### config.mk
export PLATFORM = sky130hd
export DESIGN_NAME = sw_time_seq
export DESIGN_NICKNAME = d
export VERILOG_FILES = /design/src/rtl/sw_time_seq.sv
export SDC_FILE = /design/constraint.sdc
export NUM_CORES = 1
export LEC_CHECK = 0
export CORE_UTILIZATION = 41
export DETAILED_ROUTE_END_ITERATION = 6
export GPL_ROUTABILITY_DRIVEN = 0
export SLEW_MARGIN = 10
export SYNTH_ARGS = -nofsm -noshare
export SYNTH_HDL_FRONTEND = slang
export SYNTH_SLANG_ARGS = --single-unit
### constraint.sdc
create_clock -name clk_i -period 2.1 [get_ports clk_i]
set_input_delay 0.315 -clock clk_i [delete_from_list [all_inputs] [get_ports clk_i]]
set_output_delay 0.315 -clock clk_i [all_outputs]
set_load 0.005 [all_outputs]
### src/rtl/sw_time_seq.sv
// sw_time_seq: 100 Hz time base and BCD time datapath for the stopwatch.
// A prescaler divides clk_i down to a hundredth-second tick. Each tick advances a four-digit
// BCD time register (SS.hh, 00.00-59.99). A two-state display FSM freezes a lap value on
// split rising edges.
//
// Ports:
//   clk_i           system clock, rising-edge active
//   reset_i         asynchronous active-high reset
//   init_regs_i     synchronous clear from the control FSM (beats counting and split)
//   count_enabled_i counting advances only while high
//   split_i         debounced split level, acted on at its rising edge
//   time_bcd_o      live time {tens of s, s, tenths, hundredths}
//   disp_bcd_o      lap register while frozen, else time_bcd_o
//   frozen_o        display is showing a captured lap
//   tick_o          one-cycle pulse in the cycle after the digits advance
//   wrap_o          one-cycle pulse with tick_o when time rolled 59.99 -> 00.00
module sw_time_seq #(
  parameter int unsigned TICK_DIV = 1000000
) (
  input  logic        clk_i,
  input  logic        reset_i,
  input  logic        init_regs_i,
  input  logic        count_enabled_i,
  input  logic        split_i,
  output logic [15:0] time_bcd_o,
  output logic [15:0] disp_bcd_o,
  output logic        frozen_o,
  output logic        tick_o,
  output logic        wrap_o
);

  localparam int unsigned CntW = $clog2(TICK_DIV);
  localparam logic [CntW-1:0] PrescMax = CntW'(TICK_DIV - 1);

  typedef enum logic [0:0] {StLive, StFrozen} state_e;

  state_e          state_q, state_d;
  logic [CntW-1:0] presc_q, presc_d;
  logic [15:0]     time_q, time_d;
  logic [15:0]     lap_q, lap_d;
  logic            split_q, split_d;
  logic            tick_q, tick_d;
  logic            wrap_q, wrap_d;

  logic            split_rise;
  logic [3:0]      d0, d1, d2, d3;

  assign split_rise = split_i & ~split_q;

  // BCD increment of the live time; rolls on ">=" so a corrupted digit still returns to 0.
  always_comb begin
    d0 = time_q[3:0];
    d1 = time_q[7:4];
    d2 = time_q[11:8];
    d3 = time_q[15:12];
    if (d0 >= 4'd9) begin
      d0 = 4'd0;
      if (d1 >= 4'd9) begin
        d1 = 4'd0;
        if (d2 >= 4'd9) begin
          d2 = 4'd0;
          if (d3 >= 4'd5) d3 = 4'd0;
          else            d3 = d3 + 4'd1;
        end else begin
          d2 = d2 + 4'd1;
        end
      end else begin
        d1 = d1 + 4'd1;
      end
    end else begin
      d0 = d0 + 4'd1;
    end
  end

  always_comb begin
    state_d = state_q;
    presc_d = presc_q;
    time_d  = time_q;
    lap_d   = lap_q;
    split_d = split_i;
    tick_d  = 1'b0;
    wrap_d  = 1'b0;

    if (init_regs_i) begin
      state_d = StLive;
      presc_d = '0;
      time_d  = '0;
      lap_d   = '0;
      split_d = 1'b0;
    end else begin
      if (count_enabled_i) begin
        if (presc_q == PrescMax) begin
          presc_d = '0;
          time_d  = {d3, d2, d1, d0};
          tick_d  = 1'b1;
          wrap_d  = (time_q == 16'h5999);
        end else begin
          presc_d = presc_q + CntW'(1);
        end
      end
      // Split while paused belongs to the control FSM and is ignored here.
      if (split_rise && count_enabled_i) begin
        unique case (state_q)
          StLive: begin
            state_d = StFrozen;
            lap_d   = time_q;  // value before any same-edge advance
          end
          StFrozen: state_d = StLive;
          default:  state_d = StLive;
        endcase
      end
    end
  end

  always_ff @(posedge clk_i or posedge reset_i) begin
    if (reset_i) begin
      state_q <= StLive;
      presc_q <= '0;
      time_q  <= '0;
      lap_q   <= '0;
      split_q <= 1'b0;
      tick_q  <= 1'b0;
      wrap_q  <= 1'b0;
    end else begin
      state_q <= state_d;
      presc_q <= presc_d;
      time_q  <= time_d;
      lap_q   <= lap_d;
      split_q <= split_d;
      tick_q  <= tick_d;
      wrap_q  <= wrap_d;
    end
  end

  assign time_bcd_o = time_q;
  assign frozen_o   = (state_q == StFrozen);
  assign disp_bcd_o = frozen_o ? lap_q : time_q;
  assign tick_o     = tick_q;
  assign wrap_o     = wrap_q;

endmodule

==> results.cfg, run 1 <==
[timing]
finalHoldViolCount = 0
slew_viol_final = 0
finalClockSkew_ns = 0.00344
tns_ns = -0.00510
rsz0062_at_grt = yes
fin_crit_ns = 2.11
setup_viol = 1
slew_headroom = 0.687
tightest_slew_ns = 0.468
fin_crit_sh = 1.00
fmax_mhz = 475
setup_ws_ns = -0.00510

[final_layout]
syn2layout_area_growth_pct = 26.8
final_common_cell = dfrtp_1
ff_latch_area_sq_um = 1400
multiInputGateArea_sq_um = 1580
utilization = 0.553
final_cell_mix = dfrtp_1 (56), clkdlybuf4s50_1 (39), nor2_1 (27)
antennaDiodeCount = 0
layout-drive-gt1-share = 0.147
finalNetCount = 377
fillers = 634

[critical_path]
path_max_fanout = 5
cp.buffers_inverters = 1
end_kind = flip-flop
worstSetupPathDepth = 6
cp.required_ns = 2.33
critPathArrivalTime_ns = 2.34
start_kind = flip-flop
reg2reg_depth = 6
crit_type = flip-flop to flip-flop
cp_common_cell = and3_4
cp_slowest_stage_delay_ns = 0.55
reg2reg_to = time_bcd_o[12]
critical-path-slowest-cell = or4b_4
crit_path_end = time_bcd_o[12]
crit_start = presc_q[11]
rrSetupSlack_ns = -0.005
rr_startpoint = presc_q[11]
crit_chain = or4b_4 -> nor4_4 -> buf_4 -> and3_4 -> and3_4 -> mux2i_1
cp_top_family = simple AND/OR/NAND/NOR gates

[status]
failed_checks = setup timing
status = finished, violations left

[power_and_ir_drop]
power.density_nw_per_um2 = 489
p_leak_nw = 1.61
net-switching-power_mw = 0.457
p_clk_frac = 0.330
p_int_mw = 1.42
combPwrFrac = 0.087
finalPower_mw = 1.88
ir_worst_vdd_uv = 280
switching_share = 0.243
seqPwrFrac = 0.583

[grt]
grt_pass1_vias = 2440
grt_usage = 0.204
grt_max_degree = 30
antenna_found_initial = 0
grt-ovfl-total = 0
grt_pass1_wl_microns = 12200

[synth]
synth_edf_count = 0
yosys-top-cells-area = dfrtp_1 (46%), ha_1 (5.4%), a32o_1 (5.3%)
synth_warnings = 0
async_flop_share = 1.00
synth-seq-cells = 56
ys.flop_type = dfrtp_1
synth.net_count = 322
syn_inst = 304
ys_seq_area_frac = 0.463
synth.top_cell.area_share = 0.463
yosysTopAreaCell = dfrtp_1
yosysUniqueCellTypes = 48
avgSynthCellArea_sq_um = 9.96
syn-cell-area_sq_um = 3030

[drt]
dr.first_iter.drc_count = 181
drt-pass1-iter-count = 4
wl_met1_microns = 3560
wl_met2_microns = 3250
wirelength_microns = 7170
routedWlPerCell_microns = 15.7
drcViolationCount = 0
drt-vias-per-instance = 5.49
wl_met3_microns = 310
drtAntennaViolNets = 0
highest_layer = met4
vias = 2505

[clocking]
cts_sinks = 56
cts_made_buffers = 5
clock_latency_ns = 0.31
clkTransAtPathRegs_ns = 0.10
cts_tree = done
cts_max_level = 2
cts_root_buf = clkbuf_8
clock_path_buffers = 2

[die]
dieHeight_microns = 87.9
dieArea_sq_um = 7730
core-area_sq_um = 6940
initial_core_util = 0.436
die_x_microns = 87.9
rows = 30
boundaryPins = 40

[place]
hpwl_microns = 5050
io_buffer_count = 39
dp_worst_setup_slack_ns = 0.0244

[min_path]
worstHoldPathType = input port to async pin

[flow_run]
cap_violations = 0
## through the flow
step,area [sq um],cells,hold slack (ns)
after floorplan,3030,304,0.443
after global placement,3670,446,0.460
after detailed placement,3670,446,0.472
after CTS,3760,454,0.412
after global routing,3840,456,0.433
final,3840,456,0.394
## registers in the layout, indices dropped and copies added (netlist names)
register    cells
presc_q        20
lap_q          16
time_bcd_o     16
frozen_o        1
split_q         1
tick_o          1
wrap_o          1
## cells in the mapped netlist, types with 2 or more instances
master / n
nor2b_1: 3
dfrtp_1: 56
mux2_2: 9
o21a_1: 2
o21ai_0: 19
a21oi_1: 8
and3_1: 3
nand3b_1: 5
nor4_1: 3
a32o_1: 16
nor3b_1: 3
nor2_1: 27
or3_1: 2
o41ai_1: 2
inv_1: 13
mux2i_1: 5
a21o_1: 2
and4_1: 2
buf_1: 2
nand2b_1: 10
o31ai_1: 3
clkbuf_1: 11
xnor2_1: 5
xor2_1: 8
nand4b_1: 3
nand3_1: 14
nand2_1: 24
nand4_1: 8
nor3_1: 4
buf_2: 2
ha_1: 13
## final cells by class
class | instances | share of cell area
clock buffer | 8 | 0.0235
inverter | 13 | 0.0127
multi-input combinational | 220 | 0.412
sequential | 56 | 0.365
tap | 96 | 0.0313
timing repair buffer | 63 | 0.156
## how the worst min path moves through the flow
stage,slack [ns],from,to
6_report,0.39,reset_i,presc_q[12]
5_1_grt,0.43,reset_i,presc_q[10]
4_1_cts,0.41,reset_i,presc_q[19]
3_5_place_dp,0.47,presc_q[18],presc_q[18]
3_3_place_gp,0.46,presc_q[18],presc_q[18]
2_1_floorplan,0.44,presc_q[19],presc_q[19]
## worst min-delay path: cells and delay by family
kind                   cells  cell delay, ns
buffers and inverters      3            0.80
## routing by layer
metal	vias to the layer above	GRT usage
met5	-	0
met2	53	0.313
met1	1241	0.297
met4	0	0.0551
li1	1209	-
met3	2	0.0349
## logic make-up (layout without fill, tap and decap cells)
family                   Yosys count  count (layout)  share of synthesized area
flip-flops                        56              56                      0.463
AND/OR/NAND/NOR                  118             118                      0.214
buffers and inverters             28              84                     0.0355
AO/OA/AOI/OAI                     62              62                      0.147
multiplexers                      14              14                     0.0500
XOR/XNOR                          13              13                     0.0376
adder cells (fa/ha/maj)           13              13                     0.0537
## what timing repair did
item	4_1_cts	5_1_grt
hold buffers	0	0
buffers inserted	0	2
setup endpoints to repair	0	13
gates resized for setup	0	16
## power by group through the flow
stage / Clock, mW / Combinational (mW) / Sequential, mW
floorplan: 0 / 0.0905 / 1.11
global placement: 0 / 0.160 / 1.12
detailed placement: 0 / 0.159 / 1.12
CTS: 0.631 / 0.160 / 1.09
global route: 0.678 / 0.181 / 1.10
finish: 0.620 / 0.163 / 1.09
Note: power is estimated with default switching activity, not from simulation.
==> run 2, diff against run 1 <==
--- a/config.mk
+++ b/config.mk
@@ -5,6 +5,7 @@
 export SDC_FILE = /design/constraint.sdc
 export NUM_CORES = 1
 export LEC_CHECK = 0
+export CORE_MARGIN = 2
 export CORE_UTILIZATION = 41
 export DETAILED_ROUTE_END_ITERATION = 6
 export GPL_ROUTABILITY_DRIVEN = 0
==> results.cfg, run 2 (synthesis results as in run 1) <==
[status]
status = complete, no violations

[clocking]
cts_root_buf = clkbuf_8
cts_sinks = 56
cts_tree = done
clock_latency_ns = 0.32
cts_hold_buf = 0
cts_made_buffers = 5
cts_max_level = 2
clkTransAtPathRegs_ns = 0.10
clock_path_buffers = 2

[final_layout]
syn2layout_area_growth_pct = 25.7
finalNetCount = 379
fillers = 694
regMostFlops = presc_q
final_common_cell = dfrtp_1
finalNonFillerCells = 461
utilization = 0.527
antennaDiodeCount = 0
largest_reg_flops = 20
layout-drive-gt1-share = 0.144
final_cell_mix = dfrtp_1 (54), clkdlybuf4s50_1 (39), nor2_1 (27)

[die]
rows = 31
core-area_sq_um = 7210
initial_core_util = 0.420
die_x_microns = 89.9
dieHeight_microns = 89.9
boundaryPins = 40
dieArea_sq_um = 8090

[drt]
drtAntennaViolNets = 0
drt-vias-per-instance = 5.38
drcViolationCount = 0
dr.first_iter.drc_count = 229
vias = 2480
wirelength_microns = 7280
drt-pass1-iter-count = 4
routedWlPerCell_microns = 15.8

[critical_path]
rrSetupSlack_ns = 0.07
crit_start = frozen_o
path_max_fanout = 17
rr_startpoint = presc_q[12]
start_kind = flip-flop
critPathArrivalTime_ns = 1.72
critical-path-slowest-cell = clkdlybuf4s50_1
crit_chain = buf_4 -> mux2_2 -> clkdlybuf4s50_1
end_kind = output port
cp_slowest_stage_delay_ns = 0.45
cp.required_ns = 1.78
crit_type = flip-flop to output port

[grt]
met1_usage = 0.279
grtUsageMet3 = 0.0268
grt_pass1_vias = 2372
grt_pass1_wl_microns = 12200
grt_usage = 0.186
grt-ovfl-total = 0
grt.busiest_layer = met2
antenna_found_initial = 0
grt_max_degree = 57
gr-usage-met2 = 0.283

[timing]
fmax_mhz = 492
finalClockSkew_ns = 0.0120
fin_crit_sh = 0.968
fin_crit_ns = 2.03
slew_viol_final = 0
rsz0062_at_grt = yes
setup_viol = 0
tightest_slew_ns = 0.368
fin_hold_ws_ns = 0.362
slew_headroom = 0.753
finalHoldViolCount = 0

[min_path]
worstHoldPathType = input port to async pin

[power_and_ir_drop]
ir_worst_vdd_uv = 209
power.density_nw_per_um2 = 492
p_int_mw = 1.39
switching_share = 0.257
seqPwrFrac = 0.586
finalPower_mw = 1.87
combPwrFrac = 0.086
net-switching-power_mw = 0.481
p_leak_nw = 1.61
p_clk_frac = 0.329

[place]
placed_cells = 452
hpwl_microns = 5240
io_buffer_count = 39

[flow_run]
cap_violations = 0
-- run 2: cell count changes in the layout (fill, tap and decap cells not counted), sizes merged --
cell | before | now
clkinvlp | 0 | 1
buf | 24 | 26
clkbuf | 8 | 6
clkinv | 0 | 1
-- run 2: final cells by class --
cell class / count / area [sq um] / share of cell area
Clock buffer: 6 / 72.6 / 0.0191
Clock inverter: 2 / 16.3 / 0.00427
Inverter: 13 / 48.8 / 0.0128
Multi-Input combinational cell: 220 / 1530 / 0.402
Sequential cell: 56 / 1400 / 0.369
Tap cell: 99 / 124 / 0.0326
Timing Repair Buffer: 65 / 611 / 0.160
-- run 2: path summary, 6_finish.rpt --
check                                 endpoint  cells past startpoint
worst max-delay path            disp_bcd_o[14]                      3
worst min-delay path                 lap_q[11]                      3
worst max register to register     presc_q[17]                      7
worst min register to register     presc_q[19]                      1
max in group asynchronous        time_bcd_o[4]                      3
min in group clk_i                 presc_q[19]                      1
-- run 2: repair_timing --
action | in CTS | in global routing
buffers inserted | 0 | 1
pin swaps | 0 | 1
hold endpoints to repair | 0 | 0
resized for setup | 1 | 11
cloned | 0 | 0
endpoints found under the setup margin | 1 | 13
-- run 2: per-stage QoR --
step,setup WS (ns),instance area (sq um),setup TNS [ns]
final,0.0665,3800,0
after global routing,-0.0259,3800,-0.0286
after CTS,0.0141,3790,0
after detailed placement,-0.0242,3700,-0.0242
after global placement,0.0518,3700,0
after floorplan,0.0822,3030,0
-- run 2: power by group through the flow --
stage	clock network [mW]	logic (mW)	registers [mW]
floorplan	0	0.0905	1.11
global placement	0	0.161	1.12
detailed placement	0	0.160	1.12
CTS	0.631	0.161	1.10
global route	0.674	0.179	1.10
finish	0.615	0.160	1.10
-- run 2: critical path: cells and delay by family (launching register included) --
family	cells	cell delay (ns)
buffers and inverters	2	0.66
multiplexers	1	0.39
flip-flops	1	0.36
-- run 2: per-layer routing --
layer / vias up / wire [microns] / part of all wire
met5: - / 0 / 0
met4: 0 / 91 / 0.013
met3: 8 / 317 / 0.044
met2: 60 / 3150 / 0.43
met1: 1200 / 3720 / 0.51
li1: 1212 / - / -
==> run 3, diff against run 2 <==
--- a/config.mk
+++ b/config.mk
@@ -9,7 +9,7 @@
 export CORE_UTILIZATION = 41
 export DETAILED_ROUTE_END_ITERATION = 6
 export GPL_ROUTABILITY_DRIVEN = 0
-export SLEW_MARGIN = 10
+export SLEW_MARGIN = 20
 export SYNTH_ARGS = -nofsm -noshare
 export SYNTH_HDL_FRONTEND = slang
 export SYNTH_SLANG_ARGS = --single-unit
==> results of run 3 <==
Final layout, timing and power as in run 2 (identical DEF).
